[src/rtl/imm_gen_stage.sv]
// Decode-stage immediate generator: classifies the RV instruction format and emits a
// sign-extended XLEN-bit immediate through a 2-entry skid buffer. Optional IMMGEN_CSR_EN adds the CSR uimm format.
module imm_gen_stage #(
    parameter int XLEN = 64
) (
    input  logic            clock,
    input  logic            reset,
    input  logic            io_flush,
    input  logic            io_in_valid,
    output logic            io_in_ready,
    input  logic [31:0]     io_in_instruction,
    output logic            io_out_valid,
    input  logic            io_out_ready,
    output logic [XLEN-1:0] io_out_imm,
    output logic [2:0]      io_out_fmt
);

    localparam logic [2:0] FMT_R   = 3'd0;
    localparam logic [2:0] FMT_I   = 3'd1;
    localparam logic [2:0] FMT_S   = 3'd2;
    localparam logic [2:0] FMT_B   = 3'd3;
    localparam logic [2:0] FMT_U   = 3'd4;
    localparam logic [2:0] FMT_J   = 3'd5;
    localparam logic [2:0] FMT_Z   = 3'd6;
    localparam logic [2:0] FMT_ILL = 3'd7;

    localparam bit IS_RV64 = (XLEN == 64);

    logic [2:0]      dec_fmt;
    logic [31:0]     dec_imm32;
    logic [63:0]     dec_imm64;
    logic [XLEN-1:0] dec_imm;

    logic            out_valid;
    logic [XLEN-1:0] out_imm;
    logic [2:0]      out_fmt;
    logic            skid_valid;
    logic [XLEN-1:0] skid_imm;
    logic [2:0]      skid_fmt;

    logic in_fire;
    logic out_fire;

    always_comb begin
        dec_fmt = FMT_ILL;
        case (io_in_instruction[6:0])
            7'b0000011, 7'b0010011, 7'b1100111: dec_fmt = FMT_I;
            7'b0011011: dec_fmt = IS_RV64 ? FMT_I : FMT_ILL;
            7'b1110011: begin
                dec_fmt = FMT_I;
`ifdef IMMGEN_CSR_EN
                if (io_in_instruction[14] && (io_in_instruction[13:12] != 2'b00))
                    dec_fmt = FMT_Z;
`endif
            end
            7'b0100011: dec_fmt = FMT_S;
            7'b1100011: dec_fmt = FMT_B;
            7'b0110111, 7'b0010111: dec_fmt = FMT_U;
            7'b1101111: dec_fmt = FMT_J;
            7'b0110011: dec_fmt = FMT_R;
            7'b0111011: dec_fmt = IS_RV64 ? FMT_R : FMT_ILL;
            default: dec_fmt = FMT_ILL;
        endcase
    end

    // Every immediate fits a sign-extended 32-bit value; widen once afterwards.
    always_comb begin
        dec_imm32 = 32'd0;
        case (dec_fmt)
            FMT_I: dec_imm32 = {{20{io_in_instruction[31]}}, io_in_instruction[31:20]};
            FMT_S: dec_imm32 = {{20{io_in_instruction[31]}}, io_in_instruction[31:25],
                                io_in_instruction[11:7]};
            FMT_B: dec_imm32 = {{19{io_in_instruction[31]}}, io_in_instruction[31],
                                io_in_instruction[7], io_in_instruction[30:25],
                                io_in_instruction[11:8], 1'b0};
            FMT_U: dec_imm32 = {io_in_instruction[31:12], 12'd0};
            FMT_J: dec_imm32 = {{11{io_in_instruction[31]}}, io_in_instruction[31],
                                io_in_instruction[19:12], io_in_instruction[20],
                                io_in_instruction[30:21], 1'b0};
            FMT_Z: dec_imm32 = {27'd0, io_in_instruction[19:15]};
            default: dec_imm32 = 32'd0;
        endcase
        dec_imm64 = {{32{dec_imm32[31]}}, dec_imm32};
        dec_imm   = dec_imm64[XLEN-1:0];
    end

    assign io_in_ready  = !skid_valid;
    assign in_fire      = io_in_valid && io_in_ready;
    assign out_fire     = out_valid && io_out_ready;
    assign io_out_valid = out_valid;
    assign io_out_imm   = out_imm;
    assign io_out_fmt   = out_fmt;

    always_ff @(posedge clock or posedge reset) begin
        if (reset) begin
            out_valid  <= 1'b0;
            out_imm    <= '0;
            out_fmt    <= 3'd0;
            skid_valid <= 1'b0;
            skid_imm   <= '0;
            skid_fmt   <= 3'd0;
        end else if (io_flush) begin
            out_valid  <= 1'b0;
            skid_valid <= 1'b0;
        end else if (!out_valid || (out_fire && !skid_valid)) begin
            out_valid <= in_fire;
            if (in_fire) begin
                out_imm <= dec_imm;
                out_fmt <= dec_fmt;
            end
        end else if (out_fire) begin
            // Skid drains into out; an input that edge refills skid.
            out_valid  <= 1'b1;
            out_imm    <= skid_imm;
            out_fmt    <= skid_fmt;
            skid_valid <= in_fire;
            if (in_fire) begin
                skid_imm <= dec_imm;
                skid_fmt <= dec_fmt;
            end
        end else if (in_fire) begin
            skid_valid <= 1'b1;
            skid_imm   <= dec_imm;
            skid_fmt   <= dec_fmt;
        end
    end

endmodule

[config.mk]
export PLATFORM = sky130hd
export DESIGN_NAME = imm_gen_stage
export DESIGN_NICKNAME = d
export VERILOG_FILES = /design/src/rtl/imm_gen_stage.sv
export SDC_FILE = /design/constraint.sdc
export NUM_CORES = 1
export LEC_CHECK = 0
export ABC_AREA = 1
export CORE_UTILIZATION = 53
export DETAILED_ROUTE_END_ITERATION = 10
export PLACE_DENSITY = 0.86
export SLEW_MARGIN = 5
export SYNTH_ARGS = -nofsm -noshare
export SYNTH_HDL_FRONTEND = slang
export SYNTH_SLANG_ARGS = --single-unit
[constraint.sdc]
create_clock -name clock -period 4.3 [get_ports clock]
set_input_delay 0.43 -clock clock [delete_from_list [all_inputs] [get_ports clock]]
set_output_delay 0.43 -clock clock [all_outputs]
set_load 0.03 [all_outputs]
==> impl_metrics.env, run 1 <==
export IMPL_end_kind="flop"
export IMPL_portBuffers=105
export IMPL_fp_dieW_um=90.5
export IMPL_area_growth_pct=25.7
export IMPL_final_cell_mix="186 x nand2_1, 110 x nor2_1, 105 x clkdlybuf4s50_1"
export IMPL_status="completed"
export IMPL_ir_worst_vdd_uv=180
export IMPL_coreArea_um2=7410
export IMPL_grt_pass1_wl_mm=16.8
export IMPL_first_iter_violations=239
export IMPL_cts_resized_gates=0
export IMPL_antenna_found_initial=0
export IMPL_drc_errors=0
export IMPL_maxSlewHeadroom_pct=27.5
export IMPL_clock_latency_ns=0.36
export IMPL_yosysSeqAreaShare_pct=43.4
export IMPL_ys_ff_latch=72
export IMPL_max_stage_delay_ns=0.61
export IMPL_period_share_pct=61.2
export IMPL_synth_net_count=606
export IMPL_grt_usage_pct=25.4
export IMPL_power_density_nw_per_um2=406
export IMPL_tns_ns=0
export IMPL_grt_pass1_vias=3634
export IMPL_path_buf_inv=5
export IMPL_p_leak_nw=2.74
export IMPL_p_total_mw=2.12
export IMPL_cts_tree="built"
export IMPL_firstDrtPassIters=5
export IMPL_clock_skew_ns=0.0103
export IMPL_rows=31
export IMPL_clk_path_buf_depth=2
export IMPL_routabilityCongestion=0.821
export IMPL_worstSetupPathType="in -> reg"
export IMPL_worstPathMaxFanout=67
export IMPL_start_kind="primary input"
export IMPL_timing_fmax_ghz=0.380
export IMPL_postSynthCellCount=569
export IMPL_critical_path_top_delay_family="buffers and inverters"
export IMPL_cp_slowest_cell="buf_4"
export IMPL_yosysWarnings=0
export IMPL_num_fill_cells=588
export IMPL_routed_wl_mm=9.91
export IMPL_crit_path_cell_trace="clkdlybuf4s50_1 > inv_1 > o21ai_4 > buf_4 > nor3_4 > buf_4 > inv_1 > o21ai_0"
export IMPL_ioPinCount=106
export IMPL_dieArea_um2=8190
export IMPL_clkSinkCount=72
export IMPL_die_y_um=90.5
export IMPL_vias=3894
export IMPL_antenna_cells=0
export IMPL_cts_root_buf="clkbuf_8"
export IMPL_ant_nets=0
export IMPL_cap_violations=0
export IMPL_synth_area_per_cell_um2=7.29
export IMPL_rsz0062_at_grt="false"
export IMPL_post_dp_hpwl_mm=6.60
export IMPL_ctsHtreeMaxLevel=3
export IMPL_nets=668
export IMPL_syn_area_um2=4150
export IMPL_cts_hold_buf=0
export IMPL_tightest_slew_ns=1.08
export IMPL_layout_drive_gt1_share_pct=8.65
export IMPL_grt_max_degree=68
export IMPL_setup_violations=0
export IMPL_wl_per_cell_um=13.5
export IMPL_critPathArrivalTime_ns=2.85
export IMPL_synth_cell_types=26
export IMPL_cts_buffers_inserted=9
export IMPL_slew_viol_final=0
export IMPL_via_per_inst=5.30
export IMPL_hp_class="reg -> reg"
export IMPL_grt_overflow_total=0
export IMPL_clk_pin_slew_ns=0.08
export IMPL_post_route_min_period_ns=2.63
export IMPL_cts_setup_buffers=0
export IMPL_hold_violations=0
export IMPL_start_util_pct=56.0
export IMPL_required_ns=4.52
export IMPL_mostFrequentLayoutCell="nand2_1"
synthesized netlist by cell type, drive strengths merged:
cell type | count | area (um^2)
nand4 | 12 | 90.1
o21ai | 17 | 96.4
a31oi | 18 | 119
buf | 48 | 345
nand2 | 192 | 746
a21oi | 7 | 35.0
nand3 | 43 | 270
clkbuf | 10 | 37.5
o31ai | 2 | 15.0
dfrtp | 72 | 1800
nor3 | 3 | 25.0
inv | 31 | 116
nor2 | 114 | 453
stage by stage:
stage,setup WS (ns),hold WS (ns),cells,util [%],instance area (um^2)
finish,1.67,0.478,735,70.4,5220
global route,1.51,0.493,735,70.4,5220
CTS,1.71,0.484,735,70.4,5220
detailed placement,1.34,0.464,719,67.5,5000
global placement,1.47,0.462,719,67.5,5000
floorplan,2.05,0.450,569,-,4150
flip-flops by register name, indices dropped and copies added (netlist names):
register,flops
io_out_fmt,3
io_out_imm,32
io_out_valid,1
skid_fmt,3
skid_imm,32
skid_valid,1
logic make-up (layout without fill, tap and decap cells):
family	after synthesis	count (layout)	synth area share, %
flip-flops	72	72	43.4
AND/OR/NAND/NOR	364	364	38.2
buffers and inverters	89	156	12.0
AO/OA/AOI/OAI	44	44	6.39
power breakdown:
part | switching [mW] | leakage [nW] | internal, mW
logic | 0.385 | 1.70 | 0.264
registers | 0.0742 | 0.933 | 0.793
clock network | 0.270 | 0.103 | 0.330
total | 0.729 | 2.74 | 1.39
worst paths after layout:
path                       cells past startpoint     startpoint             end  slack, ns
min in group asynchronous                      2          reset  io_out_imm[29]       0.62
max in group asynchronous                      3          reset   io_out_imm[9]       2.78
min reg2reg                                    2  io_out_imm[2]   io_out_imm[2]       0.48
min                                            2  io_out_imm[2]   io_out_imm[2]       0.48
max reg2reg                                    6     skid_valid     skid_imm[9]       1.88
max                                            8   io_out_ready     skid_imm[9]       1.67
area by class of cell:
type,count,area (um^2),share of cell area (%)
inverters,31,116,2.23
well taps,99,124,2.37
clock inverters,6,92.6,1.77
flip-flops and latches,72,1800,34.5
multi-input cells,408,1870,35.9
repair buffers,109,1080,20.7
clock buffers,10,128,2.45
worst min-delay path: stages, from the launching register on:
cell and delay [ns]:
dfrtp_1 0.34, nand2_1 0.05, nand2_1 0.05
metal layers:
| metal | GRT usage (%) | share of wire (%) | vias to the layer above |
|---|---|---|---|
| met1 | 33.1 | 42 | 1800 |
| li1 | - | - | 1896 |
| met5 | 0 | 0 | - |
| met4 | 11.6 | 2.1 | 0 |
| met3 | 4.80 | 7.3 | 18 |
| met2 | 41.2 | 48 | 180 |
(Power assumes the default switching activity.)
==> inputs of run 2 (changes only) <==
--- a/config.mk
+++ b/config.mk
@@ -6,9 +6,9 @@
 export NUM_CORES = 1
 export LEC_CHECK = 0
 export ABC_AREA = 1
-export CORE_UTILIZATION = 53
+export CORE_UTILIZATION = 50
 export DETAILED_ROUTE_END_ITERATION = 10
-export PLACE_DENSITY = 0.86
+export PLACE_DENSITY = 0.81
 export SLEW_MARGIN = 5
 export SYNTH_ARGS = -nofsm -noshare
 export SYNTH_HDL_FRONTEND = slang
==> constraint.sdc (replaced) <==
create_clock -name clock -period 2.6 [get_ports clock]
set_input_delay 0.26 -clock clock [delete_from_list [all_inputs] [get_ports clock]]
set_output_delay 0.26 -clock clock [all_outputs]
set_load 0.03 [all_outputs]
==> run 2 against run 1 <==
Compared with the run above: die area rose by 5.9%; power rose by 60%; wire length rose by 0.93%; combinational power rose by 69%; non-clock buffer count rose by 6; cell count rose by 1.1%; critical path type is now reg -> out; critical path depth fell by 6.
==> impl_metrics.env, run 2 (synthesized netlist as in run 1, its figures left out) <==
export IMPL_first_iter_violations=259
export IMPL_hold_violations=0
export IMPL_clkSinkCount=72
export IMPL_clock_skew_ns=0.00732
export IMPL_fin_area_um2=5260
export IMPL_mostFrequentLayoutCell="nand2_1"
export IMPL_drc_errors=0
export IMPL_worstSetupPathType="reg -> out"
export IMPL_die_y_um=93.1
export IMPL_portBuffers=105
export IMPL_period_share_pct=75.0
export IMPL_hp_class="in -> async"
export IMPL_required_ns=2.34
export IMPL_nets=674
export IMPL_vias=3945
export IMPL_cts_setup_buffers=0
export IMPL_tns_ns=0
export IMPL_maxSlewHeadroom_pct=43.7
export IMPL_antenna_cells=0
export IMPL_status="completed"
export IMPL_cts_hold_buf=0
export IMPL_post_route_min_period_ns=1.95
export IMPL_ctsHtreeMaxLevel=3
export IMPL_rows=32
export IMPL_cap_violations=0
export IMPL_placed_area_um2=5070
export IMPL_clk_pin_slew_ns=0.08
export IMPL_final_cell_mix="186 x nand2_1, 110 x nor2_1, 105 x clkdlybuf4s50_1"
export IMPL_start_kind="flop"
export IMPL_ioPinCount=106
export IMPL_grt_max_degree=40
export IMPL_layout_drive_gt1_share_pct=9.52
export IMPL_area_growth_pct=26.7
export IMPL_firstDrtPassIters=5
export IMPL_antenna_found_initial=0
export IMPL_cts_root_buf="clkbuf_8"
export IMPL_wl_per_cell_um=13.5
export IMPL_routed_wl_mm=10.0
export IMPL_ant_nets=0
export IMPL_grt_overflow_total=0
export IMPL_p_total_mw=3.38
export IMPL_end_kind="output pin"
export IMPL_grt_usage_pct=24.5
export IMPL_cts_resized_gates=0
export IMPL_ir_worst_vdd_uv=287
export IMPL_dieArea_um2=8670
export IMPL_routabilityCongestion=0.901
export IMPL_power_density_nw_per_um2=643
export IMPL_cts_buffers_inserted=9
export IMPL_fp_dieW_um=93.1
export IMPL_p_leak_nw=2.77
export IMPL_tightest_slew_ns=0.841
export IMPL_grt_pass1_vias=3618
export IMPL_cts_tree="built"
export IMPL_slew_viol_final=0
export IMPL_rsz0062_at_grt="false"
export IMPL_clock_latency_ns=0.35
export IMPL_worstPathMaxFanout=33
export IMPL_clk_path_buf_depth=2
export IMPL_setup_violations=0
export IMPL_timing_fmax_ghz=0.513
export IMPL_reg2reg_setup_slack_ns=0.76
export IMPL_grt_pass1_wl_mm=16.9
export IMPL_critPathArrivalTime_ns=1.69
export IMPL_start_util_pct=52.6
export IMPL_via_per_inst=5.31
export IMPL_coreArea_um2=7890
export IMPL_post_dp_hpwl_mm=7.08
[run 2: final cells by class]
type	count	area, um^2
fill	655	2630
multi-input combinational	408	1870
sequential	72	1800
timing repair buffer	115	1150
tap	102	128
clock buffer	9	124
inverter	31	116
clock inverter	6	61.3
[run 2: worst paths after layout]
check | from | to | cells after the start
min reg2reg | io_out_imm[27] | io_out_imm[27] | 2
max in group asynchronous | reset | skid_imm[18] | 3
max | io_out_imm[62] | io_out_imm[47] | 2
min | reset | io_out_imm[24] | 2
min in group clock | io_out_imm[27] | io_out_imm[27] | 2
max reg2reg | skid_valid | io_out_imm[28] | 8
[run 2: worst max-delay path, stage by stage (launching register included)]
cell and delay (ns):
dfrtp_1 0.35, buf_4 0.27, clkdlybuf4s50_1 0.73
[run 2: stage by stage]
| stage | worst slack, ns | util, % | hold slack (ns) | instances |
|---|---|---|---|---|
| after floorplan | 0.515 | - | 0.333 | 569 |
| after global placement | 0.472 | 64.3 | 0.463 | 728 |
| after detailed placement | 0.363 | 64.3 | 0.465 | 728 |
| after CTS | 0.618 | 66.6 | 0.132 | 743 |
| after global routing | 0.554 | 66.6 | 0.134 | 743 |
| final | 0.651 | 66.6 | 0.134 | 743 |
[run 2: metal layers]
layer | part of all wire [%] | wire, um | global-route usage, %
met4 | 2.2 | 216 | 9.74
met1 | 43 | 4290 | 32.2
met2 | 48 | 4790 | 40.9
met5 | 0 | 0 | 0
met3 | 7.0 | 698 | 3.50
[run 2: power by group]
group / leakage (nW) / internal (mW) / switching (mW)
Sequential: 0.933 / 1.31 / 0.106
Combinational: 1.74 / 0.449 / 0.651
Clock: 0.0948 / 0.434 / 0.427
==> inputs of run 3 (changes only) <==
==> constraint.sdc (replaced) <==
create_clock -name clock -period 1.8 [get_ports clock]
set_input_delay 0.18 -clock clock [delete_from_list [all_inputs] [get_ports clock]]
set_output_delay 0.18 -clock clock [all_outputs]
set_load 0.03 [all_outputs]
==> run 3 against run 2 <==
Compared with the run above: non-clock buffer count up 12; critical path depth stayed put; count of clock-buffer cells in the layout is the same; worst setup slack worse by 0.56 ns; combinational power up 44%; clock power increased by 45%; via count grew 0.89%; first-iteration DRC count fell by 6.6%; cell area grew 1.4%; power rose by 45%; register-to-register slack lost 0.58 ns; critical path type unchanged; critical endpoint is now io_in_ready; largest cell class unchanged; largest power group unchanged; highest routed layer unchanged.
==> impl_metrics.env, run 3 (synthesized netlist as in run 1, its figures left out) <==
export IMPL_p_leak_nw=2.91
export IMPL_worstPathMaxFanout=3
export IMPL_rsz0062_at_grt="false"
export IMPL_top_layer_used="met4"
export IMPL_met2_length_mm=4.99
export IMPL_tns_ns=0
export IMPL_status="completed"
export IMPL_portBuffers=105
export IMPL_fp_dieW_um=93.1
export IMPL_fin_area_um2=5330
export IMPL_ioPinCount=106
export IMPL_clk_pin_slew_ns=0.08
export IMPL_setup_violations=0
export IMPL_vias=3980
export IMPL_post_dp_hpwl_mm=7.17
export IMPL_clkSinkCount=72
export IMPL_cts_root_buf="clkbuf_8"
export IMPL_timing_fmax_ghz=0.586
export IMPL_area_growth_pct=28.4
export IMPL_dieArea_um2=8670
export IMPL_required_ns=1.62
export IMPL_start_kind="flop"
export IMPL_critPathArrivalTime_ns=1.53
export IMPL_cp_slowest_cell="clkdlybuf4s50_1"
export IMPL_wl_per_cell_um=13.3
export IMPL_worst_slack_ns=0.0929
export IMPL_worstSetupPathType="reg -> out"
export IMPL_path_buf_inv=2
export IMPL_ir_worst_vdd_uv=569
export IMPL_via_per_inst=5.27
export IMPL_clock_skew_ns=0.00897
export IMPL_mostFrequentLayoutCell="nand2_1"
export IMPL_ctsHtreeMaxLevel=3
export IMPL_critical_path_depth=2
export IMPL_antenna_cells=0
export IMPL_grt_pass1_wl_mm=17.1
export IMPL_hp_class="in -> async"
export IMPL_routed_wl_mm=10.1
export IMPL_start_util_pct=52.6
export IMPL_layout_drive_gt1_share_pct=16.2
export IMPL_post_route_min_period_ns=1.71
export IMPL_placed_area_um2=5140
export IMPL_cts_setup_buffers=0
export IMPL_tightest_slew_ns=0.587
export IMPL_clock_latency_ns=0.36
export IMPL_wl_met1_mm=4.18
export IMPL_p_total_mw=4.89
export IMPL_num_fill_cells=650
export IMPL_power_density_nw_per_um2=917
export IMPL_first_iter_violations=242
export IMPL_slew_viol_final=0
export IMPL_hold_violations=0
export IMPL_critical_path_top_delay_family="buffers and inverters"
export IMPL_drc_errors=0
export IMPL_reg2reg_depth=5
export IMPL_max_stage_delay_ns=0.67
export IMPL_fin_util_pct=67.6
export IMPL_period_share_pct=94.8
export IMPL_cts_hold_buf=0
export IMPL_cap_violations=0
export IMPL_maxSlewHeadroom_pct=60.8
export IMPL_crit_path_cell_trace="inv_2 > clkdlybuf4s50_1"
export IMPL_cts_buffers_inserted=9
export IMPL_nets=686
export IMPL_die_y_um=93.1
export IMPL_routabilityCongestion=0.890
export IMPL_final_cell_mix="186 x nand2_1, 110 x nor2_1, 72 x clkdlybuf4s50_1, 72 x dfrtp_1, 48 x buf_4"
export IMPL_grt_max_degree=64
export IMPL_grt_usage_pct=24.7
export IMPL_firstDrtPassIters=4
export IMPL_grt_pass1_vias=3752
export IMPL_coreArea_um2=7890
export IMPL_dpl_worst_slack_ns=-0.139
export IMPL_end_kind="output pin"
export IMPL_rows=32
export IMPL_clk_path_buf_depth=2
export IMPL_ant_nets=0
export IMPL_cts_resized_gates=0
export IMPL_cts_tree="built"
export IMPL_met3WireLength_um=687
export IMPL_grt_overflow_total=0
export IMPL_antenna_found_initial=0
## run 3: cell count changes in the layout (fill, tap and decap cells not counted)
cell / delta
inv_2: -1
buf_4: +40
clkinvlp_4: +1
buf_12: +5
clkdlybuf4s50_1: -33
## run 3: metal layers
metal  track usage [%]  vias to the layer above
met4              9.10                        0
met3              4.72                       23
met2              42.9                      170
met5                 0                        -
li1                  -                     1927
met1              30.4                     1860
## run 3: final cells by class
class                   count  area, um^2  share of cell area, %
repair buffers            127        1220                   22.9
clock buffers               9         124                   2.32
well taps                 102         128                   2.39
flip-flops and latches     72        1800                   33.8
multi-input cells         408        1870                   35.2
clock inverters             6        61.3                   1.15
inverters                  31         120                   2.25
## run 3: worst paths after layout
path                                       startpoint              to  slack (ns)
worst min-delay path                            reset     skid_imm[2]        0.11
min in group clock              io_in_instruction[11]     skid_imm[4]        0.44
worst max register to register             skid_valid     skid_imm[8]        0.18
worst max-delay path                       skid_valid     io_in_ready        0.09
worst min register to register         io_out_imm[25]  io_out_imm[25]        0.48
max in group asynchronous                       reset     skid_imm[9]        1.11
## run 3: metrics by stage
stage	cells	hold slack, ns
2_1_floorplan	569	0.253
3_5_place_dp	740	0.464
5_1_grt	755	0.139
4_1_cts	755	0.120
6_report	755	0.112
3_3_place_gp	740	0.461
## run 3: worst reg2reg max path: cells and delay by family (launching register included)
family,cells,cell delay [ns]
flip-flops,1,0.42
AO/OA/AOI/OAI,2,0.41
AND/OR/NAND/NOR,1,0.05
buffers and inverters,2,0.60
## run 3: power by group
part | internal, mW | switching, mW | leakage [nW] | total [mW]
combinational | 0.631 | 0.947 | 1.88 | 1.58
clock | 0.627 | 0.625 | 0.0948 | 1.25
sequential | 1.90 | 0.162 | 0.933 | 2.06
